### config.mk
export PLATFORM = sky130hd
export DESIGN_NAME = arbitro_memoria_compartilhada_flat
export DESIGN_NICKNAME = d
export VERILOG_FILES = /design/src/rtl/arbitro_memoria_compartilhada_if.sv /design/src/rtl/arbitro_memoria_compartilhada.sv /design/src/flat_wrapper.sv
export SDC_FILE = /design/constraint.sdc
export NUM_CORES = 1
export LEC_CHECK = 0
export BUFFER_PORTS_ARGS = -buffer_cell sky130_fd_sc_hd__buf_2
export CORE_MARGIN = 1
export CORE_UTILIZATION = 35
export DETAILED_ROUTE_END_ITERATION = 16
export PLACE_DENSITY = 0.65
export SLEW_MARGIN = 20
export SYNTH_ARGS = -nofsm -noshare
export SYNTH_HDL_FRONTEND = slang
export SYNTH_SLANG_ARGS = --single-unit
### constraint.sdc
create_clock -name clock -period 1.6 [get_ports clock]
set_input_delay 0.08 -clock clock [delete_from_list [all_inputs] [get_ports clock]]
set_output_delay 0.08 -clock clock [all_outputs]
set_load 0.005 [all_outputs]
### src/rtl/arbitro_memoria_compartilhada_if.sv
// Bus bundle between the shared-memory arbiter, the IF/MEM pipeline stages and the memory.
// slave = arbiter view, master = pipeline/memory view.
interface arbitro_memoria_compartilhada_if;
    logic        if_req;
    logic [31:0] if_addr;
    logic [31:0] if_rdata;
    logic        if_ready;
    logic        d_rd;
    logic        d_wr;
    logic [31:0] d_addr;
    logic [31:0] d_wdata;
    logic [31:0] d_rdata;
    logic        d_ready;
    logic [31:0] address;
    logic [31:0] dadoW;
    logic        lerMem;
    logic        escMem;
    logic [31:0] Mem_out;
    logic        stall_if;
    logic        stall_mem;
    logic        busy;

    modport slave (
        input  if_req, if_addr, d_rd, d_wr, d_addr, d_wdata, Mem_out,
        output if_rdata, if_ready, d_rdata, d_ready, address, dadoW,
               lerMem, escMem, stall_if, stall_mem, busy
    );

    modport master (
        output if_req, if_addr, d_rd, d_wr, d_addr, d_wdata, Mem_out,
        input  if_rdata, if_ready, d_rdata, d_ready, address, dadoW,
               lerMem, escMem, stall_if, stall_mem, busy
    );
endinterface

### src/rtl/arbitro_memoria_compartilhada.sv
// Arbiter/sequencer for the single-port shared instruction/data memory; data has priority.
// Optional ARB_STARVE_GUARD_EN: after MAX_DATA_RUN data grants with IF waiting, IF is served.
module arbitro_memoria_compartilhada #(
    parameter int MEM_LAT      = 1,
    parameter int MAX_DATA_RUN = 4
) (
    input logic                            clock,
    input logic                            reset,
    arbitro_memoria_compartilhada_if.slave bus
);

    localparam logic [1:0] S_IDLE   = 2'd0;
    localparam logic [1:0] S_ACCESS = 2'd1;
    localparam logic [1:0] S_DONE   = 2'd2;

    localparam logic [3:0] CNT_INIT = 4'(MEM_LAT - 1);

    logic [1:0]  state_q,     state_d;
    logic        grant_d_q,   grant_d_d;    // 1 = data requester owns the transaction
    logic        is_write_q,  is_write_d;
    logic [3:0]  cnt_q,       cnt_d;
    logic [31:0] address_q,   address_d;
    logic [31:0] dadoW_q,     dadoW_d;
    logic [31:0] if_rdata_q,  if_rdata_d;
    logic [31:0] d_rdata_q,   d_rdata_d;

    logic d_req;
    logic force_if;

    assign d_req = bus.d_rd | bus.d_wr;

`ifdef ARB_STARVE_GUARD_EN
    localparam int RUN_W = (MAX_DATA_RUN < 1) ? 1 : $clog2(MAX_DATA_RUN + 1);
    localparam logic [RUN_W-1:0] RUN_MAX = RUN_W'(MAX_DATA_RUN);

    logic [RUN_W-1:0] run_q, run_d;

    assign force_if = bus.if_req && (run_q == RUN_MAX);

    always_comb begin
        run_d = run_q;
        if (state_q == S_IDLE) begin
            if (d_req && !force_if) begin
                // Saturates at the limit; at the limit a waiting IF wins the next grant anyway.
                if (bus.if_req && (run_q != RUN_MAX))
                    run_d = run_q + 1'b1;
            end else if (bus.if_req) begin
                run_d = '0;
            end
        end
    end

    always_ff @(posedge clock) begin
        if (reset) run_q <= '0;
        else       run_q <= run_d;
    end
`else
    assign force_if = 1'b0;
`endif

    // NOTE: every next-state signal starts from its flop value, so no path leaves it unassigned (no latch).
    always_comb begin
        state_d    = state_q;
        grant_d_d  = grant_d_q;
        is_write_d = is_write_q;
        cnt_d      = cnt_q;
        address_d  = address_q;
        dadoW_d    = dadoW_q;
        if_rdata_d = if_rdata_q;
        d_rdata_d  = d_rdata_q;

        case (state_q)
            S_IDLE: begin
                if (d_req && !force_if) begin
                    grant_d_d  = 1'b1;
                    is_write_d = bus.d_wr;      // rd+wr together is a store
                    address_d  = bus.d_addr;
                    dadoW_d    = bus.d_wdata;
                    cnt_d      = CNT_INIT;
                    state_d    = S_ACCESS;
                end else if (bus.if_req) begin
                    grant_d_d  = 1'b0;
                    is_write_d = 1'b0;
                    address_d  = bus.if_addr;
                    cnt_d      = CNT_INIT;
                    state_d    = S_ACCESS;
                end
            end
            S_ACCESS: begin
                if (cnt_q == 4'd0) begin
                    if (!grant_d_q)
                        if_rdata_d = bus.Mem_out;
                    else if (!is_write_q)
                        d_rdata_d = bus.Mem_out;
                    state_d = S_DONE;
                end else begin
                    cnt_d = cnt_q - 4'd1;
                end
            end
            S_DONE: begin
                state_d = S_IDLE;
            end
            default: begin
                state_d = S_IDLE;
            end
        endcase
    end

    // NOTE: sequential state uses non-blocking assignments so all flops update from pre-edge values.
    always_ff @(posedge clock) begin
        if (reset) begin
            state_q    <= S_IDLE;
            grant_d_q  <= 1'b0;
            is_write_q <= 1'b0;
            cnt_q      <= 4'd0;
            address_q  <= 32'd0;
            dadoW_q    <= 32'd0;
            if_rdata_q <= 32'd0;
            d_rdata_q  <= 32'd0;
        end else begin
            state_q    <= state_d;
            grant_d_q  <= grant_d_d;
            is_write_q <= is_write_d;
            cnt_q      <= cnt_d;
            address_q  <= address_d;
            dadoW_q    <= dadoW_d;
            if_rdata_q <= if_rdata_d;
            d_rdata_q  <= d_rdata_d;
        end
    end

    // Strobes and ready pulses decode registered state, so a reset drops them at the same edge.
    assign bus.address   = address_q;
    assign bus.dadoW     = dadoW_q;
    assign bus.lerMem    = (state_q == S_ACCESS) && !is_write_q;
    assign bus.escMem    = (state_q == S_ACCESS) &&  is_write_q;
    assign bus.if_rdata  = if_rdata_q;
    assign bus.d_rdata   = d_rdata_q;
    assign bus.if_ready  = (state_q == S_DONE) && !grant_d_q;
    assign bus.d_ready   = (state_q == S_DONE) &&  grant_d_q;
    assign bus.stall_if  = bus.if_req && !((state_q == S_DONE) && !grant_d_q);
    assign bus.stall_mem = d_req      && !((state_q == S_DONE) &&  grant_d_q);
    assign bus.busy      = (state_q != S_IDLE);

endmodule

### src/flat_wrapper.sv
// flat-port wrapper written by rule: the top's interface ports become plain ports
module arbitro_memoria_compartilhada_flat 
#(
    parameter int MEM_LAT      = 1,
    parameter int MAX_DATA_RUN = 4
)
  (clock, reset, bus_if_req, bus_if_addr, bus_d_rd, bus_d_wr, bus_d_addr, bus_d_wdata, bus_Mem_out, bus_if_rdata, bus_if_ready, bus_d_rdata, bus_d_ready, bus_address, bus_dadoW, bus_lerMem, bus_escMem, bus_stall_if, bus_stall_mem, bus_busy);
  arbitro_memoria_compartilhada_if bus_i ();
  input logic clock;
  input logic reset;
  input wire logic [$bits(bus_i.if_req)-1:0] bus_if_req;
  input wire logic [$bits(bus_i.if_addr)-1:0] bus_if_addr;
  input wire logic [$bits(bus_i.d_rd)-1:0] bus_d_rd;
  input wire logic [$bits(bus_i.d_wr)-1:0] bus_d_wr;
  input wire logic [$bits(bus_i.d_addr)-1:0] bus_d_addr;
  input wire logic [$bits(bus_i.d_wdata)-1:0] bus_d_wdata;
  input wire logic [$bits(bus_i.Mem_out)-1:0] bus_Mem_out;
  output wire logic [$bits(bus_i.if_rdata)-1:0] bus_if_rdata;
  output wire logic [$bits(bus_i.if_ready)-1:0] bus_if_ready;
  output wire logic [$bits(bus_i.d_rdata)-1:0] bus_d_rdata;
  output wire logic [$bits(bus_i.d_ready)-1:0] bus_d_ready;
  output wire logic [$bits(bus_i.address)-1:0] bus_address;
  output wire logic [$bits(bus_i.dadoW)-1:0] bus_dadoW;
  output wire logic [$bits(bus_i.lerMem)-1:0] bus_lerMem;
  output wire logic [$bits(bus_i.escMem)-1:0] bus_escMem;
  output wire logic [$bits(bus_i.stall_if)-1:0] bus_stall_if;
  output wire logic [$bits(bus_i.stall_mem)-1:0] bus_stall_mem;
  output wire logic [$bits(bus_i.busy)-1:0] bus_busy;
  assign bus_i.if_req = bus_if_req;
  assign bus_i.if_addr = bus_if_addr;
  assign bus_i.d_rd = bus_d_rd;
  assign bus_i.d_wr = bus_d_wr;
  assign bus_i.d_addr = bus_d_addr;
  assign bus_i.d_wdata = bus_d_wdata;
  assign bus_i.Mem_out = bus_Mem_out;
  assign bus_if_rdata = bus_i.if_rdata;
  assign bus_if_ready = bus_i.if_ready;
  assign bus_d_rdata = bus_i.d_rdata;
  assign bus_d_ready = bus_i.d_ready;
  assign bus_address = bus_i.address;
  assign bus_dadoW = bus_i.dadoW;
  assign bus_lerMem = bus_i.lerMem;
  assign bus_escMem = bus_i.escMem;
  assign bus_stall_if = bus_i.stall_if;
  assign bus_stall_mem = bus_i.stall_mem;
  assign bus_busy = bus_i.busy;
  arbitro_memoria_compartilhada #(.MEM_LAT(MEM_LAT), .MAX_DATA_RUN(MAX_DATA_RUN)) u_core (.clock(clock), .reset(reset), .bus(bus_i));
endmodule
==> impl_metrics.yaml <==
power:
  peakVddDrop_mv: 0.723
  finalPower_w: 0.00988
  powerDensity_nw_per_um2: 1040
  power.leakage_nw: 4.47
yosys:
  synth.distinct_cells: 34
  syn-cell-area_sq_um: 5700
  yosysTopAreaCellShare_pct: 47.8
  synthCells: 629
  synth_edf_count: 0
  ys_warn_count: 0
  synth-seq-area-share_pct: 47.8
  async_flop_share_pct: 0
  ys_dominant_reg_cell: "dfxtp_1"
  synth_area_leaders: "dfxtp_1 48%, mux2i_1 11%, nand2b_1 11%"
  syn_area_per_cell_sq_um: 9.06
  synth-seq-cells: 136
  synth_top_cell_by_area: "dfxtp_1"
  synth_nets: 764
floorplan:
  io_pins: 268
  die-area_sq_um: 16800
  fp-row-count: 46
  die_width_microns: 130
  start_util_pct: 35.9
  core-area_sq_um: 15900
  die_y_microns: 130
layout:
  fin_area_sq_um: 9540
  area_delta_synth_final_pct: 67.3
  regArea_sq_um: 2730
  num-nets-final: 1157
  final_common_cell: "buf_2"
  layout_common_cells: "266 x buf_2, 134 x dfxtp_1, 129 x dlygate4sd3_1"
  diodes: 0
  drive_gt1_share_pct: 34.2
  postLayoutCoreUtil_pct: 60.0
  multi_input_area_sq_um: 2780
  instances_no_fill: 1250
  nFillCells: 1332
place:
  place_hpwl_mm: 11.1
  io_buffers: 267
  placed_area_sq_um: 7410
  place_congestion: 0.734
  dpl.cell_count: 1081
global_route:
  grt_usage_pct: 22.7
  grt_max_degree: 68
  grt_overflow: 0
  grt_pass1_wl_mm: 29.6
  grt_use_met1_pct: 26.3
  gr-usage-met2_pct: 38.2
  antenna_found_initial: 0
  met3_usage_pct: 7.10
  busiest_layer: "met2"
  grt_pass1_vias: 6036
drt:
  drtAntennaViolNets: 0
  wirelength_mm: 19.2
  drt_iter0_drc: 290
  avgRoutedWirePerCell_microns: 15.3
  vias: 6142
  drc: 0
  viasPerCell: 4.91
  first_pass_iters: 5
timing:
  setup_ws_ns: -0.0947
  finalCritPeriodShare_pct: 106
  relSlewSlack_pct: 73.2
  finalMaxSlewViolations: 0
  tns_ns: -1.70
  setup_violations: 38
  tightest_slew_ns: 0.401
  skew_ns: 0.00960
  period_needed_ns: 1.69
  fmax_mhz: 590
  rsz0062_at_grt: "true"
  hold_viol: 0
setup_path:
  worstPathRequired_ns: 1.94
  path_max_fanout: 7
  setup.worst_path.end_class: "register"
  critPathMaxStageDelay_ns: 0.41
  worst_path_max_delay_cell: "or3b_4"
  crit_chain: "inv_2, ha_4, or3b_4, nor3_4, buf_6, buf_12, mux2i_4"
  criticalPathCategory: "register to register"
  start_kind: "register"
  critical_path_arrival_ns: 2.03
cts:
  clkTransAtPathRegs_ns: 0.06
  cts_inserted_buffers: 17
  numClockSinks: 136
  tritoncts: "done"
  cts_htree_levels: 4
  clock_latency_ns: 0.42
  clockBufferDepth: 2
  cts-root-buf: "clkbuf_16"
run:
  max_cap_violations: 0
min_path:
  hp-class: "primary input to register"
run_status:
  violations: "setup timing"
  outcome: "finished with violations"
report_power, final:
| part | leakage [nW] | total, W | internal, W | switching (W) |
|---|---|---|---|---|
| Clock | 0.303 | 0.00420 | 0.00266 | 0.00154 |
| Sequential | 1.12 | 0.00381 | 0.00366 | 0.000149 |
| Combinational | 3.05 | 0.00187 | 0.000983 | 0.000883 |
| Total | 4.47 | 0.00988 | 0.00731 | 0.00257 |
routing by layer:
metal  routed length [microns]  vias up
li1                          -     2976
met1                      7830     2832
met2                      9230      292
met3                      1600       42
met4                       504        0
met5                         0        -
path summary, 6_finish.rpt:
kind                                        startpoint                 endpoint  slack [ns]  cells past startpoint
worst max-delay path                   u_core.cnt_q[0]  u_core.bus.if_rdata[31]       -0.09                      7
worst min-delay path                        bus_if_req         u_core.grant_d_q        0.06                      4
worst min register to register  u_core.bus.d_rdata[29]   u_core.bus.d_rdata[29]        0.47                      2
worst max register to register         u_core.cnt_q[0]  u_core.bus.if_rdata[31]       -0.09                      7
cell type report:
| type | instances | area share, % |
|---|---|---|
| tap | 216 | 2.83 |
| inverter | 5 | 0.197 |
| timing repair buffer | 433 | 32.6 |
| clock inverter | 13 | 2.02 |
| sequential | 136 | 28.6 |
| clock buffer | 18 | 4.61 |
| multi-input combinational | 429 | 29.2 |
stage by stage:
stage	hold WS (ns)	worst slack (ns)
4_1_cts	0.0325	-0.103
3_5_place_dp	0.339	-0.214
6_report	0.0643	-0.0947
2_1_floorplan	0.216	-0.114
3_3_place_gp	0.333	-0.179
5_1_grt	0.0675	-0.217
worst max-delay path, delay by kind of cell, from the launching register on:
kind	cells	cell delay, ns
adder cells (fa/ha/maj)	1	0.12
buffers and inverters	3	0.38
multiplexers	1	0.23
flip-flops	1	0.32
AND/OR/NAND/NOR	2	0.58
logic make-up after synthesis:
family,count (synthesis),share of synthesized area (%)
AND/OR/NAND/NOR,222,21.0
AO/OA/AOI/OAI,141,14.7
flip-flops,136,47.8
multiplexers,64,11.2
buffers and inverters,64,4.85
adder cells (fa/ha/maj),2,0.439
cells in the mapped netlist, drive strengths merged (2+ instances only):
library cell	number
a211oi	2
a21oi	68
a311oi	32
buf	22
clkbuf	37
dfxtp	136
ha	2
inv	5
mux2i	64
nand2	66
nand2b	97
nand3	33
nor2	7
nor3	3
nor3b	2
o21ai	36
o221ai	2
or3	4
or4	2
state kept, by name, indices dropped and copies added, names as in the netlist:
register	flops
u_core.bus.dadoW	32
u_core.grant_d_q	1
u_core.cnt_q	4
u_core.bus.address	32
u_core.bus.d_rdata	32
u_core.is_write_q	1
u_core.bus.if_rdata	32
u_core.state_q	2
repair_timing:
action                                  CTS  global route
setup buffers                             5             1
endpoints found under the setup margin   38            67
gates cloned                              3             1
endpoints found under the hold margin   129             0
resized for setup                        10             8
pin swaps                                 2             1
hold buffers                            129             0
Power figures use the tool's default switching activity.
